===== src/rtl/alu_seq.sv =====
// alu_seq: sequential ALU. Most commands finish in one cycle. Unsigned multiply
// (shift-add) and unsigned divide (restoring) run one bit per cycle for WIDTH cycles.
// Ports:
//   clk, rst_n        - clock and synchronous active-low reset
//   start, cmd        - request strobe and operation select (sampled in IDLE only)
//   OP1, OP2          - operands (OP2 is also the shift amount)
//   RES, RES_HI       - result low half / quotient, high half / remainder
//   eq_bit, ovF       - OP1==OP2 of the accepted operands, overflow or divide-by-zero
//   busy, done        - multi-cycle operation in progress, one-cycle result-valid pulse
module alu_seq #(
  parameter int unsigned WIDTH = 16
) (
  input  logic             clk,
  input  logic             rst_n,
  input  logic             start,
  input  logic [3:0]       cmd,
  input  logic [WIDTH-1:0] OP1,
  input  logic [WIDTH-1:0] OP2,
  output logic [WIDTH-1:0] RES,
  output logic [WIDTH-1:0] RES_HI,
  output logic             eq_bit,
  output logic             ovF,
  output logic             busy,
  output logic             done
);

  localparam int unsigned     CntW     = $clog2(WIDTH);
  localparam logic [CntW-1:0] LastCnt  = CntW'(WIDTH - 1);
  localparam logic [WIDTH-1:0] WidthVal = WIDTH'(WIDTH);

  typedef enum logic [1:0] {StIdle, StMul, StDiv} state_e;

  state_e           state_q, state_d;
  logic [CntW-1:0]  cnt_q, cnt_d;
  logic [WIDTH-1:0] a_q, a_d;     // multiplicand / divisor
  logic [WIDTH-1:0] b_q, b_d;     // multiplier (low product) / dividend->quotient
  logic [WIDTH-1:0] acc_q, acc_d; // high product / partial remainder
  logic             eq_pend_q, eq_pend_d;
  logic [WIDTH-1:0] res_q, res_d, res_hi_q, res_hi_d;
  logic             eq_q, eq_d, ovf_q, ovf_d, done_q, done_d;

  // Single-cycle datapath
  logic [WIDTH-1:0] add_sum, sub_diff, sc_res;
  logic             sc_ovf, shamt_big;

  always_comb begin
    add_sum   = OP1 + OP2;
    sub_diff  = OP1 - OP2;
    shamt_big = (OP2 >= WidthVal);
    sc_res    = '0;
    sc_ovf    = 1'b0;
    case (cmd)
      4'b0000: begin
        sc_res = add_sum;
        sc_ovf = (OP1[WIDTH-1] == OP2[WIDTH-1]) && (add_sum[WIDTH-1] != OP1[WIDTH-1]);
      end
      4'b0001: begin
        sc_res = sub_diff;
        sc_ovf = (OP1[WIDTH-1] != OP2[WIDTH-1]) && (sub_diff[WIDTH-1] != OP1[WIDTH-1]);
      end
      4'b0010: sc_res = shamt_big ? '0 : (OP1 << OP2);
      4'b0011: sc_res = {{(WIDTH-1){1'b0}}, ($signed(OP1) > $signed(OP2))};
      4'b0100: sc_res = shamt_big ? '0 : (OP1 >> OP2);
      4'b0101: sc_res = OP1 & OP2;
      4'b0110: sc_res = OP1 | OP2;
      4'b0111: sc_res = {{(WIDTH-1){1'b0}}, (OP1 == OP2)};
      4'b1010: sc_res = shamt_big ? {WIDTH{OP1[WIDTH-1]}} : WIDTH'($signed(OP1) >>> OP2);
      4'b1011: sc_res = OP1 ^ OP2;
      default: sc_res = '0;
    endcase
  end

  // One iteration of each multi-cycle algorithm
  logic [WIDTH:0]   mul_sum, div_r, div_sub;
  logic             div_ge;
  logic [WIDTH-1:0] mul_acc, mul_b, div_acc, div_b;

  always_comb begin
    mul_sum = {1'b0, acc_q} + (b_q[0] ? {1'b0, a_q} : '0);
    // Shift the carry-extended sum right into the multiplier register
    mul_acc = mul_sum[WIDTH:1];
    mul_b   = {mul_sum[0], b_q[WIDTH-1:1]};
    div_r   = {acc_q, b_q[WIDTH-1]};
    div_sub = div_r - {1'b0, a_q};
    div_ge  = (div_r >= {1'b0, a_q});
    // Divisor 0 always subtracts: quotient all ones, remainder = dividend
    div_acc = div_ge ? div_sub[WIDTH-1:0] : div_r[WIDTH-1:0];
    div_b   = {b_q[WIDTH-2:0], div_ge};
  end

  always_comb begin
    state_d   = state_q;
    cnt_d     = cnt_q;
    a_d       = a_q;
    b_d       = b_q;
    acc_d     = acc_q;
    eq_pend_d = eq_pend_q;
    res_d     = res_q;
    res_hi_d  = res_hi_q;
    eq_d      = eq_q;
    ovf_d     = ovf_q;
    done_d    = 1'b0;
    unique case (state_q)
      StIdle: begin
        if (start) begin
          cnt_d     = '0;
          acc_d     = '0;
          eq_pend_d = (OP1 == OP2);
          if (cmd == 4'b1000) begin
            state_d = StMul;
            a_d     = OP1;
            b_d     = OP2;
          end else if (cmd == 4'b1001) begin
            state_d = StDiv;
            a_d     = OP2;
            b_d     = OP1;
          end else begin
            res_d    = sc_res;
            res_hi_d = '0;
            eq_d     = (OP1 == OP2);
            ovf_d    = sc_ovf;
            done_d   = 1'b1;
          end
        end
      end
      StMul, StDiv: begin
        acc_d = (state_q == StMul) ? mul_acc : div_acc;
        b_d   = (state_q == StMul) ? mul_b : div_b;
        cnt_d = cnt_q + 1'b1;
        if (cnt_q == LastCnt) begin
          state_d  = StIdle;
          res_d    = b_d;
          res_hi_d = acc_d;
          eq_d     = eq_pend_q;
          ovf_d    = (state_q == StDiv) && (a_q == '0);
          done_d   = 1'b1;
        end
      end
      default: state_d = StIdle;
    endcase
  end

  always_ff @(posedge clk) begin
    if (!rst_n) begin
      state_q   <= StIdle;
      cnt_q     <= '0;
      a_q       <= '0;
      b_q       <= '0;
      acc_q     <= '0;
      eq_pend_q <= 1'b0;
      res_q     <= '0;
      res_hi_q  <= '0;
      eq_q      <= 1'b0;
      ovf_q     <= 1'b0;
      done_q    <= 1'b0;
    end else begin
      state_q   <= state_d;
      cnt_q     <= cnt_d;
      a_q       <= a_d;
      b_q       <= b_d;
      acc_q     <= acc_d;
      eq_pend_q <= eq_pend_d;
      res_q     <= res_d;
      res_hi_q  <= res_hi_d;
      eq_q      <= eq_d;
      ovf_q     <= ovf_d;
      done_q    <= done_d;
    end
  end

  assign RES    = res_q;
  assign RES_HI = res_hi_q;
  assign eq_bit = eq_q;
  assign ovF    = ovf_q;
  assign busy   = (state_q != StIdle);
  assign done   = done_q;

endmodule


===== config.mk =====
export PLATFORM = sky130hd
export DESIGN_NAME = alu_seq
export DESIGN_NICKNAME = d
export VERILOG_FILES = /design/src/rtl/alu_seq.sv
export SDC_FILE = /design/constraint.sdc
export NUM_CORES = 1
export LEC_CHECK = 0
export BUFFER_PORTS_ARGS = -buffer_cell sky130_fd_sc_hd__buf_2
export CORE_MARGIN = 1.5
export CORE_UTILIZATION = 54
export CTS_BUF_LIST = sky130_fd_sc_hd__clkbuf_16
export CTS_CLUSTER_DIAMETER = 120
export DETAILED_ROUTE_END_ITERATION = 8
export HOLD_SLACK_MARGIN = 0.08
export PLACE_DENSITY = 0.75
export SYNTH_ARGS = -nofsm -noshare
export SYNTH_HDL_FRONTEND = slang
export SYNTH_SLANG_ARGS = --single-unit

===== constraint.sdc =====
create_clock -name clk -period 3.45 [get_ports clk]
set_input_delay 0.345 -clock clk [delete_from_list [all_inputs] [get_ports clk]]
set_output_delay 0.345 -clock clk [all_outputs]
set_load 0.01 [all_outputs]

==> metrics.yaml, run 1 <==
routing:
  routed_wl_mm: 45.2
  vias_per_cell: 7.03
  wire_per_inst_microns: 25.4
  antenna_left: 0
  dr.first_iter.drc_count: 1723
  first_pass_iters: 9
  via_count: 12500
  drc_errors: 0
sta:
  final_max_slew_viol_count: 0
  hold_violations: 0
  fmax_mhz: 301
  worst_slack_ns: 0.125
  worstMarginPinSlew_ns: 0.921
  period_share_pct: 96.4
  relSlewSlack_pct: 38.4
  finClkSkew_ns: 0.0138
  tns_ns: 0
  fin_crit_ns: 3.32
  rsz0062_at_grt: "no"
  final-setup-viol-count: 0
placement:
  portBuffers: 74
  dp_slack_ns: 0.296
  gp_congestion: 1.13
  dp_hpwl_mm: 34.7
  dp.cells: 1764
finish:
  area_growth_pct: 11.8
  nFillCells: 1811
  drive_gt1_share_pct: 16.8
  final_cells: 1780
  fin_nets: 1638
  num_antenna_cells: 0
logic_synthesis:
  synth_seq_area_share_pct: 16.8
  postSynthCellCount: 1435
  yosysTopAreaCellShare_pct: 16.8
  synth_area_leaders: "dfxtp_1 (17%), ha_1 (9.9%), nand2_1 (5.5%)"
  synth_area_leader_cell: "dfxtp_1"
  synth_area_per_cell_sq_um: 7.47
  ys_ff_latch: 90
  post-synth-top-count-cell: "nand2_1"
  yosys_warnings: 0
  synth_area_sq_um: 10700
  ys_top_cells_by_count: "nand2_1 (157), o21ai_0 (109), nor2_1 (100)"
  synth_top_flop_cell: "dfxtp_1"
  synth_edf_count: 0
  synth_nets: 1563
  ys_async_sr_fraction_pct: 0
  synth_cell_types: 97
setup_path:
  crit_path_max_incr_delay_ns: 0.71
  cp_top_family: "compound AO/OA/AOI/OAI gates"
  worst_ep_arrival_time_ns: 3.54
  critPathLaunchType: "flip-flop"
  rr_startpoint: "b_q[0]"
  critPathSlowestCell: "a2111oi_0"
  crit_path_end_kind: "flip-flop"
  crit_type: "flip-flop to flip-flop"
  crit_required_ns: 3.67
  critPathLaunch: "b_q[0]"
  path_buf_inv: 0
  crit_path_cell_trace: "and2_1 -> ha_1 -> fa_1 -> a211oi_1 -> o211ai_1 -> nand3_1 -> a21oi_1 -> o211a_1 -> a2111oi_0 -> o31ai_1"
  worstPathMaxFanout: 8
floorplan:
  core_area_sq_um: 19500
  die_area_sq_um: 20700
  pin_count: 75
  start_util_pct: 55.1
  die_w_microns: 144
  row_count: 51
  die_height_microns: 144
clocking:
  cts_tree: "yes"
  clockRootBuffer: "clkbuf_16"
  cts_buffers: 9
  ctsHoldBuffers: 0
  cts_htree_levels: 3
  post_cts_resized: 0
  cts.clk_slew.worst_paths_ns: 0.08
  cts_max_path_buffers: 2
  cts.sinks: 90
  post-cts-setup-buffer-count: 0
  clkLatencyLatePin_ns: 0.36
run_status:
  outcome: "completed"
global_route:
  antenna_found_initial: 1
  gr-total-overflow: 0
  grt_max_degree: 43
  grt_pass1_wl_mm: 68.1
  grt_pass1_vias: 11400
  grt_usage_pct: 43.8
run:
  maxCapViolCount: 0
power:
  power.leakage_nw: 4.98
  ir_drop_mv: 0.224
  power.density_nw_per_um2: 293
hold_path:
  min_path_type: "input pin to flip-flop"
  min_from: "start"
-- report_power, final --
part | leakage [nW] | switching, mW | internal (mW)
Clock | 0.150 | 0.504 | 0.517
Sequential | 0.730 | 0.0300 | 1.07
Combinational | 4.10 | 0.890 | 0.500
Total | 4.98 | 1.42 | 2.09
-- final timing paths --
kind	to	slack [ns]	cells after the start
max reg2reg	RES_HI[15]	0.13	10
max	RES_HI[15]	0.13	10
min reg2reg	b_q[1]	0.47	2
min	eq_pend_q	0.41	4
-- cell families (layout without fill, tap and decap cells) --
family	after synthesis	in the layout	synth area share [%]
AOI/OAI and AO/OA	511	511	31.9
and+or+nand+nor	479	479	22.3
buffers and inverters	172	252	6.71
DFF	90	90	16.8
adders and majority gates	89	89	10.7
muxes	66	66	9.30
xor gates and xnor gates	28	28	2.29
-- worst min-delay path, cell delays in order --
cell	delay, ns
buf_2	0.12
nand2_1	0.12
a21oi_1	0.08
nor2_1	0.07
-- placed cells by master (no fill, tap or decap), drive strengths merged, types with 8 or more instances in the layout --
master / netlist / final
a211oi: 37 / 37
a21o: 25 / 25
a21oi: 96 / 96
a221oi: 11 / 11
a22oi: 9 / 9
a31oi: 30 / 30
and2: 22 / 22
and3: 12 / 12
buf: 33 / 159
clkbuf: 62 / 9
dfxtp: 90 / 90
ha: 85 / 85
inv: 76 / 79
mux2: 21 / 21
mux2i: 22 / 22
mux4: 23 / 23
nand2: 158 / 158
nand2b: 8 / 8
nand3: 45 / 45
nand4: 16 / 16
nor2: 101 / 101
nor2b: 10 / 10
nor3: 45 / 45
nor4: 15 / 15
o2111ai: 8 / 8
o211ai: 49 / 49
o21a: 12 / 12
o21ai: 115 / 115
o21bai: 8 / 8
o22ai: 9 / 9
o31ai: 26 / 26
or2: 11 / 11
or3: 10 / 10
xnor2: 17 / 17
xor2: 11 / 11
-- per-stage QoR --
stage / power, mW / cell area, sq um / hold slack [ns] / utilization (%)
finish: 3.51 / 12000 / 0.405 / 61.5
global placement: 2.45 / 11700 / 0.449 / 60.0
CTS: 3.46 / 12000 / 0.406 / 61.5
detailed placement: 2.45 / 11700 / 0.459 / 60.0
global route: 3.63 / 12000 / 0.429 / 61.5
floorplan: 1.97 / 10700 / 0.437 / -
-- sequential cells by signal (all words and copies together) (netlist names) --
signal,count
b_q,16
eq_bit,1
ovF,1
acc_q,16
RES,16
RES_HI,16
a_q,16
cnt_q,4
state_q,2
eq_pend_q,1
done,1
-- cell type report --
cell class / instances / area (sq um) / area share [%]
clock buffers: 9 / 225 / 1.88
multi-input cells: 1173 / 8200 / 68.5
repair buffers: 159 / 1050 / 8.73
inverters: 77 / 289 / 2.41
flip-flops and latches: 90 / 1800 / 15.0
clock inverters: 7 / 81.3 / 0.679
well taps: 265 / 332 / 2.77
-- layer usage --
metal / up-vias / routed length (microns) / part of all wire (%) / global-route usage [%]
met5: - / 13 / 0.029 / 0
met4: 2 / 3620 / 8.0 / 30.5
met1: 5790 / 17100 / 38 / 56.5
met2: 932 / 19400 / 43 / 66.0
li1: 5574 / - / - / -
met3: 217 / 5030 / 11 / 7.60
Note: power is estimated with default switching activity, not from simulation.
==> run 2, diff against run 1 <==
--- a/config.mk
+++ b/config.mk
@@ -6,13 +6,15 @@
 export NUM_CORES = 1
 export LEC_CHECK = 0
 export BUFFER_PORTS_ARGS = -buffer_cell sky130_fd_sc_hd__buf_2
+export CELL_PAD_IN_SITES_DETAIL_PLACEMENT = 0
+export CELL_PAD_IN_SITES_GLOBAL_PLACEMENT = 1
 export CORE_MARGIN = 1.5
-export CORE_UTILIZATION = 54
+export CORE_UTILIZATION = 42
 export CTS_BUF_LIST = sky130_fd_sc_hd__clkbuf_16
 export CTS_CLUSTER_DIAMETER = 120
 export DETAILED_ROUTE_END_ITERATION = 8
 export HOLD_SLACK_MARGIN = 0.08
-export PLACE_DENSITY = 0.75
+export PLACE_DENSITY_LB_ADDON = 0.1
 export SYNTH_ARGS = -nofsm -noshare
 export SYNTH_HDL_FRONTEND = slang
 export SYNTH_SLANG_ARGS = --single-unit
==> run 2 against run 1 <==
Effect of this change:
- clock power hardly changed
- worst hold slack worse by 0.0034 ns
- via count is 2.4% lower
- sequential share of layout area hardly changed
- worst setup slack better by 0.23 ns
- critical path depth stayed put
- cell count is 3.4% higher
- wire length is 6.5% higher
- flip-flop and latch count stayed put
- clock skew is 0.0071 ns higher
- critical path type unchanged
- largest power group unchanged
==> metrics.yaml, run 2 (synthesis gave the netlist of run 1 again) <==
clocking:
  post-cts-setup-buffer-count: 0
  clkLatencyLatePin_ns: 0.37
  clockRootBuffer: "clkbuf_16"
  cts_max_path_buffers: 2
  cts_buffers: 9
  cts_tree: "yes"
  cts.clk_slew.worst_paths_ns: 0.08
  ctsHoldBuffers: 0
  cts.sinks: 90
  post_cts_resized: 0
  cts_htree_levels: 3
floorplan:
  core_area_sq_um: 25100
  die_w_microns: 163
  start_util_pct: 42.7
  pin_count: 75
  die_area_sq_um: 26500
  row_count: 58
  die_height_microns: 163
sta:
  hold_violations: 0
  period_share_pct: 89.8
  tns_ns: 0
  worstMarginPinSlew_ns: 0.989
  relSlewSlack_pct: 33.8
  finClkSkew_ns: 0.0209
  fin_crit_ns: 3.10
  rsz0062_at_grt: "no"
  final-setup-viol-count: 0
  final_max_slew_viol_count: 0
  fmax_mhz: 323
power:
  ir_drop_mv: 0.227
  power.leakage_nw: 4.96
  power.density_nw_per_um2: 296
finish:
  final_cell_mix: "nand2_1 (157), o21ai_0 (109), nor2_1 (100), a21oi_1 (96), dfxtp_1 (90)"
  fin_nets: 1634
  final_area_sq_um: 12000
  nFillCells: 2624
  drive_gt1_share_pct: 16.6
  num_antenna_cells: 0
  area_growth_pct: 12.1
  final_common_cell: "nand2_1"
setup_path:
  critPathLaunch: "a_q[9]"
  worstPathMaxFanout: 8
  r2r_end: "acc_q[1]"
  rr_startpoint: "a_q[9]"
  crit_required_ns: 3.68
  critPathLaunchType: "flip-flop"
  timing.reg2reg.setup_slack_ns: 0.35
  worst_r2r_path_depth: 10
  crit_type: "flip-flop to flip-flop"
  worst_ep_arrival_time_ns: 3.33
  crit_path_end_kind: "flip-flop"
routing:
  first_pass_iters: 5
  vias_per_cell: 6.64
  via_count: 12200
  dr.first_iter.drc_count: 1567
  wire_per_inst_microns: 26.1
  drc_errors: 0
  routed_wl_mm: 48.1
  antenna_left: 0
global_route:
  grt_pass1_vias: 11100
  grt_pass1_wl_mm: 72.2
  antenna_found_initial: 0
  grt_max_degree: 43
  grt_usage_pct: 36.3
  gr-total-overflow: 0
hold_path:
  min_path_type: "input pin to flip-flop"
  whs_path_depth: 4
  hold_path_end: "eq_pend_q"
  min_from: "start"
placement:
  gp_congestion: 1.04
  portBuffers: 74
  place_area_sq_um: 11700
  dp_hpwl_mm: 37.4
run_status:
  outcome: "completed"
run:
  maxCapViolCount: 0
[run 2: cell types whose count changed in the layout (fill, tap and decap cells not counted), sizes merged]
cell    delta
inv        +2
clkinv     -2
buf        -4
[run 2: final cells by class]
| type | count | area, sq um | share of cell area, % |
|---|---|---|---|
| Clock buffer | 9 | 225 | 1.87 |
| Clock inverter | 7 | 76.3 | 0.635 |
| Sequential cell | 90 | 1800 | 15.0 |
| Tap cell | 330 | 413 | 3.44 |
| Multi-Input combinational cell | 1173 | 8200 | 68.3 |
| Inverter | 77 | 289 | 2.41 |
| Timing Repair Buffer | 155 | 1000 | 8.35 |
[run 2: how the worst max path moves through the flow]
stage / end / slack (ns) / cells past startpoint
global placement: RES[0] / 0.30 / 8
floorplan: RES[11] / 0.13 / 12
CTS: RES_HI[15] / 0.40 / 10
global route: acc_q[1] / 0.1 / 10
finish: acc_q[1] / 0.35 / 10
detailed placement: RES[10] / 0.26 / 12
[run 2: metal layers]
layer	up-vias	part of all wire (%)	global-route usage, %
li1	5558	-	-
met1	5799	41	48.8
met2	713	45	57.6
met3	147	8.0	3.59
met4	0	5.6	18.6
met5	-	0	0
[run 2: per-stage QoR]
| step | power (mW) | hold WS, ns | utilization [%] | cells | setup slack (ns) |
|---|---|---|---|---|---|
| after floorplan | 1.97 | 0.437 | - | 1435 | 0.125 |
| after global placement | 2.50 | 0.454 | 46.6 | 1825 | 0.297 |
| after CTS | 3.52 | 0.404 | 47.8 | 1841 | 0.395 |
| after global routing | 3.70 | 0.451 | 47.8 | 1841 | 0.0986 |
| final | 3.55 | 0.402 | 47.8 | 1841 | 0.351 |
| after detailed placement | 2.49 | 0.459 | 46.6 | 1825 | 0.265 |
[run 2: worst max-delay path, stage by stage, from the launching register on]
cell and delay [ns]:
dfxtp_1 0.37, inv_1 0.08, ha_1 0.36, a21o_1 0.21
a21oi_1 0.34, nand2_1 0.12, o211ai_1 0.56, buf_4 0.27
a21boi_0 0.09, a211oi_1 0.39, o21ai_0 0.17
[run 2: power breakdown]
part	internal, mW	total, mW	switching (mW)	leakage [nW]
Sequential	1.07	1.10	0.0313	0.730
Clock	0.520	1.04	0.521	0.149
Combinational	0.502	1.41	0.905	4.08
